**config.mk**
```make
export PLATFORM = sky130hd
export DESIGN_NAME = instruction_fetch_unit
export DESIGN_NICKNAME = d
export VERILOG_FILES = /design/src/rtl/instruction_fetch_unit_pkg.sv /design/src/rtl/instruction_fetch_unit_pc_register.sv /design/src/rtl/instruction_fetch_unit.sv
export SDC_FILE = /design/constraint.sdc
export NUM_CORES = 1
export LEC_CHECK = 0
export ABC_CLOCK_PERIOD_IN_PS = 3050
export CAP_MARGIN = 20
export CORE_MARGIN = 10
export CORE_UTILIZATION = 40
export DETAILED_ROUTE_END_ITERATION = 8
export GPL_ROUTABILITY_DRIVEN = 1
export PLACE_DENSITY = 0.77
export SLEW_MARGIN = 20
export SYNTH_ARGS = -nofsm -noshare
export SYNTH_HDL_FRONTEND = slang
export SYNTH_HIERARCHICAL = 1
export SYNTH_SLANG_ARGS = --single-unit
```
**constraint.sdc**
```tcl
create_clock -name clk -period 3.05 [get_ports clk]
set_clock_uncertainty 0.2 [all_clocks]
set_input_delay 0.4575 -clock clk [delete_from_list [all_inputs] [get_ports clk]]
set_output_delay 0.4575 -clock clk [all_outputs]
set_load 0.01 [all_outputs]
```
**src/rtl/instruction_fetch_unit_pkg.sv**
```systemverilog
// Shared pipeline definitions for the fetch stage and its IF/ID consumer.
package instruction_fetch_unit_pkg;

    localparam int ADDR_WIDTH  = 8;
    localparam int INSTR_WIDTH = 32;
    localparam int PC_STEP     = 4;

    localparam logic [INSTR_WIDTH-1:0] NOP_INSTR = 32'h0000_0000;

    // IF/ID pipeline register contents, also consumed by the decode stage.
    typedef struct packed {
        logic [INSTR_WIDTH-1:0] instr;
        logic [ADDR_WIDTH-1:0]  pc_plus4;
        logic                   valid;
    } ifid_t;

    // Force a byte address onto a word boundary.
    function automatic logic [ADDR_WIDTH-1:0] word_align(input logic [ADDR_WIDTH-1:0] addr);
        return addr & ~ADDR_WIDTH'(PC_STEP - 1);
    endfunction

endpackage

```
**src/rtl/instruction_fetch_unit_pc_register.sv**
```systemverilog
// Program counter with reset/branch/stall/increment priority selection.
module pc_register
    import instruction_fetch_unit_pkg::*;
#(
    parameter logic [ADDR_WIDTH-1:0] RESET_PC = '0
) (
    input  logic                  clk,
    input  logic                  reset,
    input  logic                  stall_i,
    input  logic                  branch_taken_i,
    input  logic [ADDR_WIDTH-1:0] branch_target_i,
    output logic [ADDR_WIDTH-1:0] pc_o,
    output logic [ADDR_WIDTH-1:0] pc_plus4_o
);

    logic [ADDR_WIDTH-1:0] pc_q;
    logic [ADDR_WIDTH-1:0] pc_d;
    logic [ADDR_WIDTH-1:0] pc_inc;

    // Sequential increment wraps naturally at the top of the address space.
    assign pc_inc = pc_q + ADDR_WIDTH'(PC_STEP);

    // Next PC: a redirect beats a stall, otherwise hold or step forward.
    always_comb begin
        pc_d = pc_inc;
        if (branch_taken_i) begin
            pc_d = word_align(branch_target_i);
        end else if (stall_i) begin
            pc_d = pc_q;
        end
    end

    // PC register, reset dominates everything.
    always_ff @(posedge clk) begin
        if (reset) begin
            pc_q <= RESET_PC;
        end else begin
            pc_q <= pc_d;
        end
    end

    assign pc_o       = pc_q;
    assign pc_plus4_o = pc_inc;

endmodule

```
**src/rtl/instruction_fetch_unit.sv**
```systemverilog
// Fetch stage: owns the PC, addresses instruction memory and fills IF/ID.
module instruction_fetch_unit
    import instruction_fetch_unit_pkg::*;
#(
    parameter logic [ADDR_WIDTH-1:0] RESET_PC  = 8'h00,
    parameter int                    CNT_WIDTH = 16
) (
    input  logic                   clk,
    input  logic                   reset,
    input  logic                   stall,
    input  logic                   flush,
    input  logic                   branch_taken,
    input  logic [ADDR_WIDTH-1:0]  branch_target,
    output logic [ADDR_WIDTH-1:0]  imem_address,
    input  logic [INSTR_WIDTH-1:0] imem_instruction,
    output logic [ADDR_WIDTH-1:0]  pc,
    output logic [INSTR_WIDTH-1:0] ifid_instruction,
    output logic [ADDR_WIDTH-1:0]  ifid_pc_plus4,
    output logic                   ifid_valid,
    output logic [CNT_WIDTH-1:0]   fetch_count
);

    logic [ADDR_WIDTH-1:0] pc_plus4;
    ifid_t                 ifid_q;
    logic [CNT_WIDTH-1:0]  count_q;

    pc_register #(
        .RESET_PC (RESET_PC)
    ) u_pc_register (
        .clk             (clk),
        .reset           (reset),
        .stall_i         (stall),
        .branch_taken_i  (branch_taken),
        .branch_target_i (branch_target),
        .pc_o            (pc),
        .pc_plus4_o      (pc_plus4)
    );

    // Memory is zero-latency, so the current PC addresses it directly.
    assign imem_address = pc;

    // IF/ID register: redirect or flush inserts a bubble, stall freezes it.
    always_ff @(posedge clk) begin
        if (reset) begin
            ifid_q <= '{instr: NOP_INSTR, pc_plus4: '0, valid: 1'b0};
        end else if (branch_taken || flush) begin
            ifid_q <= '{instr: NOP_INSTR, pc_plus4: '0, valid: 1'b0};
        end else if (!stall) begin
            ifid_q <= '{instr: imem_instruction, pc_plus4: pc_plus4, valid: 1'b1};
        end
    end

    // Saturating count of instructions actually accepted into IF/ID.
    always_ff @(posedge clk) begin
        if (reset) begin
            count_q <= '0;
        end else if (!branch_taken && !flush && !stall && (count_q != '1)) begin
            count_q <= count_q + CNT_WIDTH'(1);
        end
    end

    assign ifid_instruction = ifid_q.instr;
    assign ifid_pc_plus4    = ifid_q.pc_plus4;
    assign ifid_valid       = ifid_q.valid;
    assign fetch_count      = count_q;

endmodule

```
==> metrics.txt, run 1 <==
outcome=complete, no violations; register area share after synthesis=0.466; GRT Total Usage=0.146; mean area per synthesized cell=9.21 sq um; postcts setup bufs=0; Slew Limit Fails=0; clock tree buffer depth=2; worst skew pair latency=0.33 ns; Synth Instances=294; clock transition at the registers of the reported paths=0.07 ns; largest net degree at the start of global routing=51; crit path launch type=input pin; final setup vio count=0; total of warnings raised by yosys=6; vias in the first global route=2404; slowest stage delay, CP=0.63 ns; Worst-Margin Slew=0.769 ns; final worst slack=0.540 ns; Leak Pwr=1.49 nW; crit path cell chain=clkdlybuf4s50_1, or3_1, or4_1, or4_1, a21oi_1; Yosys top cell by area=dfxtp_1; most common cell after layout, fill and taps aside=clkdlybuf4s50_1; most used cell, CP=or4_1; Post-synth top flop=dfxtp_1; final worst-path cycle share=0.823; Post-DP HPWL=5650 um; Post-synth EDFFs=0; first-pass GRT wire length=12100 um; Pwr per Cell Area=450 nW/um^2; Starting Density=0.419; WL/cell=16.2 um; Final ANT Viol Nets=0; CTS Sinks=63; Area growth syn-to-layout=48.0%; Synth Register Bits=63; die area=10500 sq um; RSZ-0062 raised after global routing=false; M3 GR Usage=0.0843; I/O pin count=118; number of nets in the layout=443; Final min period=2.51 ns; 1st-iter DRT viols=58; share of layout cells above drive strength 1=0.0673; worst min-delay path class=register to register; synth unique cells=37; site row count=29; Global Route met2 Usage=0.220; antenna violations before repair=0; CP delay by family, top=simple AND/OR/NAND/NOR gates; Yosys top cell area share=0.466; Worst setup EP type=register; Critical Path RT=3.12 ns; number of antenna repair diodes=0; Fin Setup TNS=0 ns; Critical Path AT=2.58 ns; critical-path maximum fanout=8; Slew headroom=0.488; CTS tree=done; Root Driver=clkbuf_8; number of remaining DRC errors=0; port bufs=111; CTS resizes=0; Max Freq=0.398 GHz; 1st-pass router iterations=4; Die Height=102 um; most frequent cells in the layout=clkdlybuf4s50_1 (110), dfxtp_1 (63), nor2_1 (48); Post-Route WL=7730 um; vias=2474; Bufs and invs on worst path=1; Peak VDD IR=0.000310 V; M1 GR Usage=0.167; most area-consuming cells after synthesis=dfxtp_1 (47%), mux2i_1 (15%), nor2_1 (6.7%); total grt overflow=0; dpl ws=0.212 ns; synthesized area=2710 sq um; CTS buffer count=9; H-tree levels=3; CTS Hold Bufs=0; gr busiest metal=met2; max_cap viols=0; asr flop ratio synth=0; RePlAce Congestion=0.833; final hold vios=0; Critical-path top delay cell=or4_1; layout filler cell count=539; core footprint=6460 sq um; Die X=102 um; kind of critical path=input pin to register; via/cell ratio=5.18
==> worst register-to-register path: cells and delay by family, from the launching register on <==
kind | cells | cell delay (ns)
simple gates | 3 | 1.43
compound gates | 1 | 0.15
flops | 1 | 0.45
==> final cells by class <==
type / count / area (sq um) / area share
clock buffer: 11 / 151 / 0.0378
clock inverter: 5 / 56.3 / 0.0140
inverter: 7 / 26.3 / 0.00655
multi-input combinational: 198 / 1270 / 0.316
sequential: 63 / 1260 / 0.315
tap: 77 / 96.3 / 0.0240
timing repair buffer: 117 / 1150 / 0.287
==> where the power goes <==
group | internal [mW] | switching (mW) | leakage [nW] | total (mW)
Sequential | 0.839 | 0.0178 | 0.511 | 0.857
Combinational | 0.122 | 0.0830 | 0.871 | 0.205
Clock | 0.420 | 0.322 | 0.105 | 0.742
Total | 1.38 | 0.423 | 1.49 | 1.80
==> per-stage QoR <==
stage / power (mW) / hold WS [ns] / util / area (sq um) / instances
finish: 1.80 / 0.264 / 0.621 / 4010 / 478
global placement: 1.08 / 0.236 / 0.589 / 3800 / 462
detailed placement: 1.08 / 0.251 / 0.589 / 3800 / 462
CTS: 1.82 / 0.265 / 0.621 / 4010 / 478
floorplan: 0.977 / 0.274 / - / 2720 / 297
global route: 1.88 / 0.297 / 0.621 / 4010 / 478
==> cell families (layout without fill, tap and decap cells) <==
kind of cell,count (synthesis),after routing,share of synthesized area
buf+inv,36,140,0.0707
mux,42,42,0.156
compound gates,36,36,0.0818
other cells,1,4,0.00138
fa+ha+maj,2,2,0.00924
simple gates,107,107,0.193
flops,63,63,0.466
xor+xnor,7,7,0.0226
==> Yosys cell counts (all sizes together) (3+ instances only) <==
cell and instances:
mux2i 40, nor3 6, nor4 3, nor2 48, or3 9, nand2 11, or2 3, a21oi 15
o31ai 7, nand4 5, inv 6, dfxtp 63, buf 16, nand3 8, xnor2 5, clkbuf 13
o21ai 7, or4 8
==> flip-flops by register name (all words and copies together) (netlist names) <==
signal,flops
fetch_count,16
ifid_instruction,32
ifid_pc_plus4,8
ifid_valid,1
u_pc_register/pc_o,6
==> routing by layer <==
layer	vias up	share of wire
met5	-	0
met4	0	0.018
met3	11	0.13
met2	98	0.45
met1	1142	0.40
li1	1223	-
==> path summary, 6_finish.rpt <==
| path | cells past startpoint | to | startpoint | slack (ns) |
|---|---|---|---|---|
| worst max-delay path | 5 | fetch_count[15] | flush | 0.54 |
| worst min-delay path | 2 | ifid_valid | ifid_valid | 0.26 |
| worst min register to register | 2 | ifid_valid | ifid_valid | 0.26 |
| worst max register to register | 4 | fetch_count[15] | fetch_count[4] | 0.76 |
(Power assumes the default switching activity.)
==> run 2, diff against run 1 <==
--- a/config.mk
+++ b/config.mk
@@ -5,13 +5,13 @@
 export SDC_FILE = /design/constraint.sdc
 export NUM_CORES = 1
 export LEC_CHECK = 0
-export ABC_CLOCK_PERIOD_IN_PS = 3050
+export ABC_CLOCK_PERIOD_IN_PS = 2100
 export CAP_MARGIN = 20
 export CORE_MARGIN = 10
-export CORE_UTILIZATION = 40
+export CORE_UTILIZATION = 38
 export DETAILED_ROUTE_END_ITERATION = 8
 export GPL_ROUTABILITY_DRIVEN = 1
-export PLACE_DENSITY = 0.77
+export PLACE_DENSITY = 0.76
 export SLEW_MARGIN = 20
 export SYNTH_ARGS = -nofsm -noshare
 export SYNTH_HDL_FRONTEND = slang
==> constraint.sdc (replaced) <==
create_clock -name clk -period 2.1 [get_ports clk]
set_clock_uncertainty 0.2 [all_clocks]
set_input_delay 0.315 -clock clk [delete_from_list [all_inputs] [get_ports clk]]
set_output_delay 0.315 -clock clk [all_outputs]
set_load 0.01 [all_outputs]
==> run 2 against run 1 <==
Hold slack worse by 0.0055 ns; clock power rose by 74%; final cell count is 6.5% higher; global-route usage grew 0.081 points; utilization fell by 0.45 points; power increased by 57%; register-to-register slack got worse by 0.70 ns; combinational power grew 49%; non-clock buffer count rose by 12; final area rose by 5.6%; via count is 4.4% higher; critical path type unchanged; critical path depth unchanged.
==> metrics.txt, run 2 (synthesized netlist as in run 1, its figures left out) <==
Critical Path AT=2.15 ns; Post-Route WL=8200 um; I/O pin count=118; most common cell after layout, fill and taps aside=clkdlybuf4s50_1; CTS Hold Bufs=0; Critical-path top delay cell=or4_4; most frequent cells in the layout=clkdlybuf4s50_1 (108), dfxtp_1 (63), nor2_1 (48); worst min-delay path class=register to register; CTS Sinks=63; Leak Pwr=1.58 nW; Root Driver=clkbuf_8; FF-to-FF Start=fetch_count[3]; final setup vio count=0; Fin Setup TNS=0 ns; Post-DP HPWL=6050 um; Die X=104 um; CP delay by family, top=simple AND/OR/NAND/NOR gates; vias in the first global route=2673; outcome=complete, no violations; largest net degree at the start of global routing=42; critical-path maximum fanout=4; dpl ws=-0.465 ns; via/cell ratio=5.08; utilization after layout=0.616; antenna violations before repair=0; Slew Limit Fails=0; die area=10900 sq um; M1 GR Usage=0.161; first-pass GRT wire length=13300 um; 1st-pass router iterations=4; footprint of the multi-input gates=1330 sq um; CTS tree=done; slowest stage delay, CP=0.55 ns; Worst R2R End=fetch_count[9]; H-tree levels=3; Critical Path RT=2.18 ns; final worst-path cycle share=0.987; number of nets in the layout=455; RePlAce Congestion=0.855; hold-critical path depth=2; Bufs and invs on worst path=1; Area growth syn-to-layout=56.3%; kind of critical path=input pin to register; max_cap viols=0; layout filler cell count=587; Final min period=2.07 ns; Final ANT Viol Nets=0; most used cell, CP=or4_4; worst skew pair latency=0.34 ns; clock tree buffer depth=2; final worst slack=0.0266 ns; Hold EP=ifid_valid; crit path launch type=input pin; 1st-iter DRT viols=116; CTS buffer count=9; core footprint=6870 sq um; R2R setup slack=0.06 ns; WL/cell=16.1 um; Max Freq=0.482 GHz; total grt overflow=0; site row count=30; max reg flops=32; M3 GR Usage=0.0743; Hold Crit Start=ifid_valid; Peak VDD IR=0.000362 V; R2R cell count=4; vias=2584; Starting Density=0.394; gr busiest metal=met2; Global Route met2 Usage=0.238; Worst setup EP type=register; share of layout cells above drive strength 1=0.126; area of all sequential standard cells=1260 sq um; number of remaining DRC errors=0; overall power=2.84 mW; number of antenna repair diodes=0; GRT Total Usage=0.147; crit path cell chain=clkdlybuf4s15_1, or3_4, or4_4, or4_4, a21oi_2; port bufs=111; Die Height=104 um; clock transition at the registers of the reported paths=0.07 ns; final hold vios=0; Pwr per Cell Area=671 nW/um^2
-- run 2: cell types whose count changed in the layout (fill, tap and decap cells not counted), moves of 3 or more --
| cell | previous run | this run |
|---|---|---|
| or4_4 | 0 | 4 |
| a21oi_1 | 15 | 12 |
| buf_4 | 6 | 16 |
| a21oi_2 | 0 | 3 |
| or4_1 | 8 | 4 |
-- run 2: metal layers --
| metal | part of all wire | routed length (um) |
|---|---|---|
| met5 | 0 | 0 |
| met4 | 0.011 | 94 |
| met3 | 0.11 | 918 |
| met2 | 0.47 | 3870 |
| met1 | 0.40 | 3310 |
-- run 2: worst reg2reg max path, stage by stage, from the launching register on --
cell     delay, ns
dfxtp_1       0.47
inv_1         0.07
or4_4         0.56
or4_4         0.55
a21oi_2       0.13
-- run 2: through the flow --
| stage | hold slack (ns) | area [sq um] | std cells |
|---|---|---|---|
| 3_3_place_gp | 0.237 | 3920 | 491 |
| 5_1_grt | 0.304 | 4230 | 509 |
| 4_1_cts | 0.259 | 4190 | 509 |
| 2_1_floorplan | 0.184 | 2750 | 297 |
| 6_report | 0.259 | 4230 | 509 |
| 3_5_place_dp | 0.246 | 3920 | 491 |
-- run 2: power breakdown --
group          total [mW]  internal [mW]  leakage (nW)  switching, mW
Combinational       0.306          0.182         0.945          0.124
Clock                1.29          0.792         0.120          0.497
Sequential           1.24           1.22         0.511         0.0259
Total                2.84           2.19          1.58          0.647
-- run 2: worst max-delay path by stage --
stage / start / end / depth (start not counted)
finish: flush / fetch_count[9] / 5
global route: fetch_count[3] / fetch_count[11] / 5
CTS: flush / fetch_count[9] / 5
detailed placement: branch_taken / fetch_count[9] / 5
global placement: branch_taken / fetch_count[13] / 5
floorplan: stall / fetch_count[11] / 7
-- run 2: what timing repair did --
action,in CTS,in global routing
resized for setup,3,12
setup endpoints to repair,9,6
pin swaps,4,3
buffers inserted,2,0
-- run 2: area by class of cell --
cell class,count,area share
tap,96,0.0284
clock inverter,7,0.0284
timing repair buffer,129,0.297
inverter,7,0.00621
sequential,63,0.298
clock buffer,9,0.0293
multi-input combinational,198,0.313
==> run 3, diff against run 2 <==
--- a/config.mk
+++ b/config.mk
@@ -9,6 +9,7 @@
 export CAP_MARGIN = 20
 export CORE_MARGIN = 10
 export CORE_UTILIZATION = 38
+export CTS_CLUSTER_SIZE = 24
 export DETAILED_ROUTE_END_ITERATION = 8
 export GPL_ROUTABILITY_DRIVEN = 1
 export PLACE_DENSITY = 0.76
==> results of run 3 <==
Same layout as run 2: the final DEF is identical, and so are final timing and power.
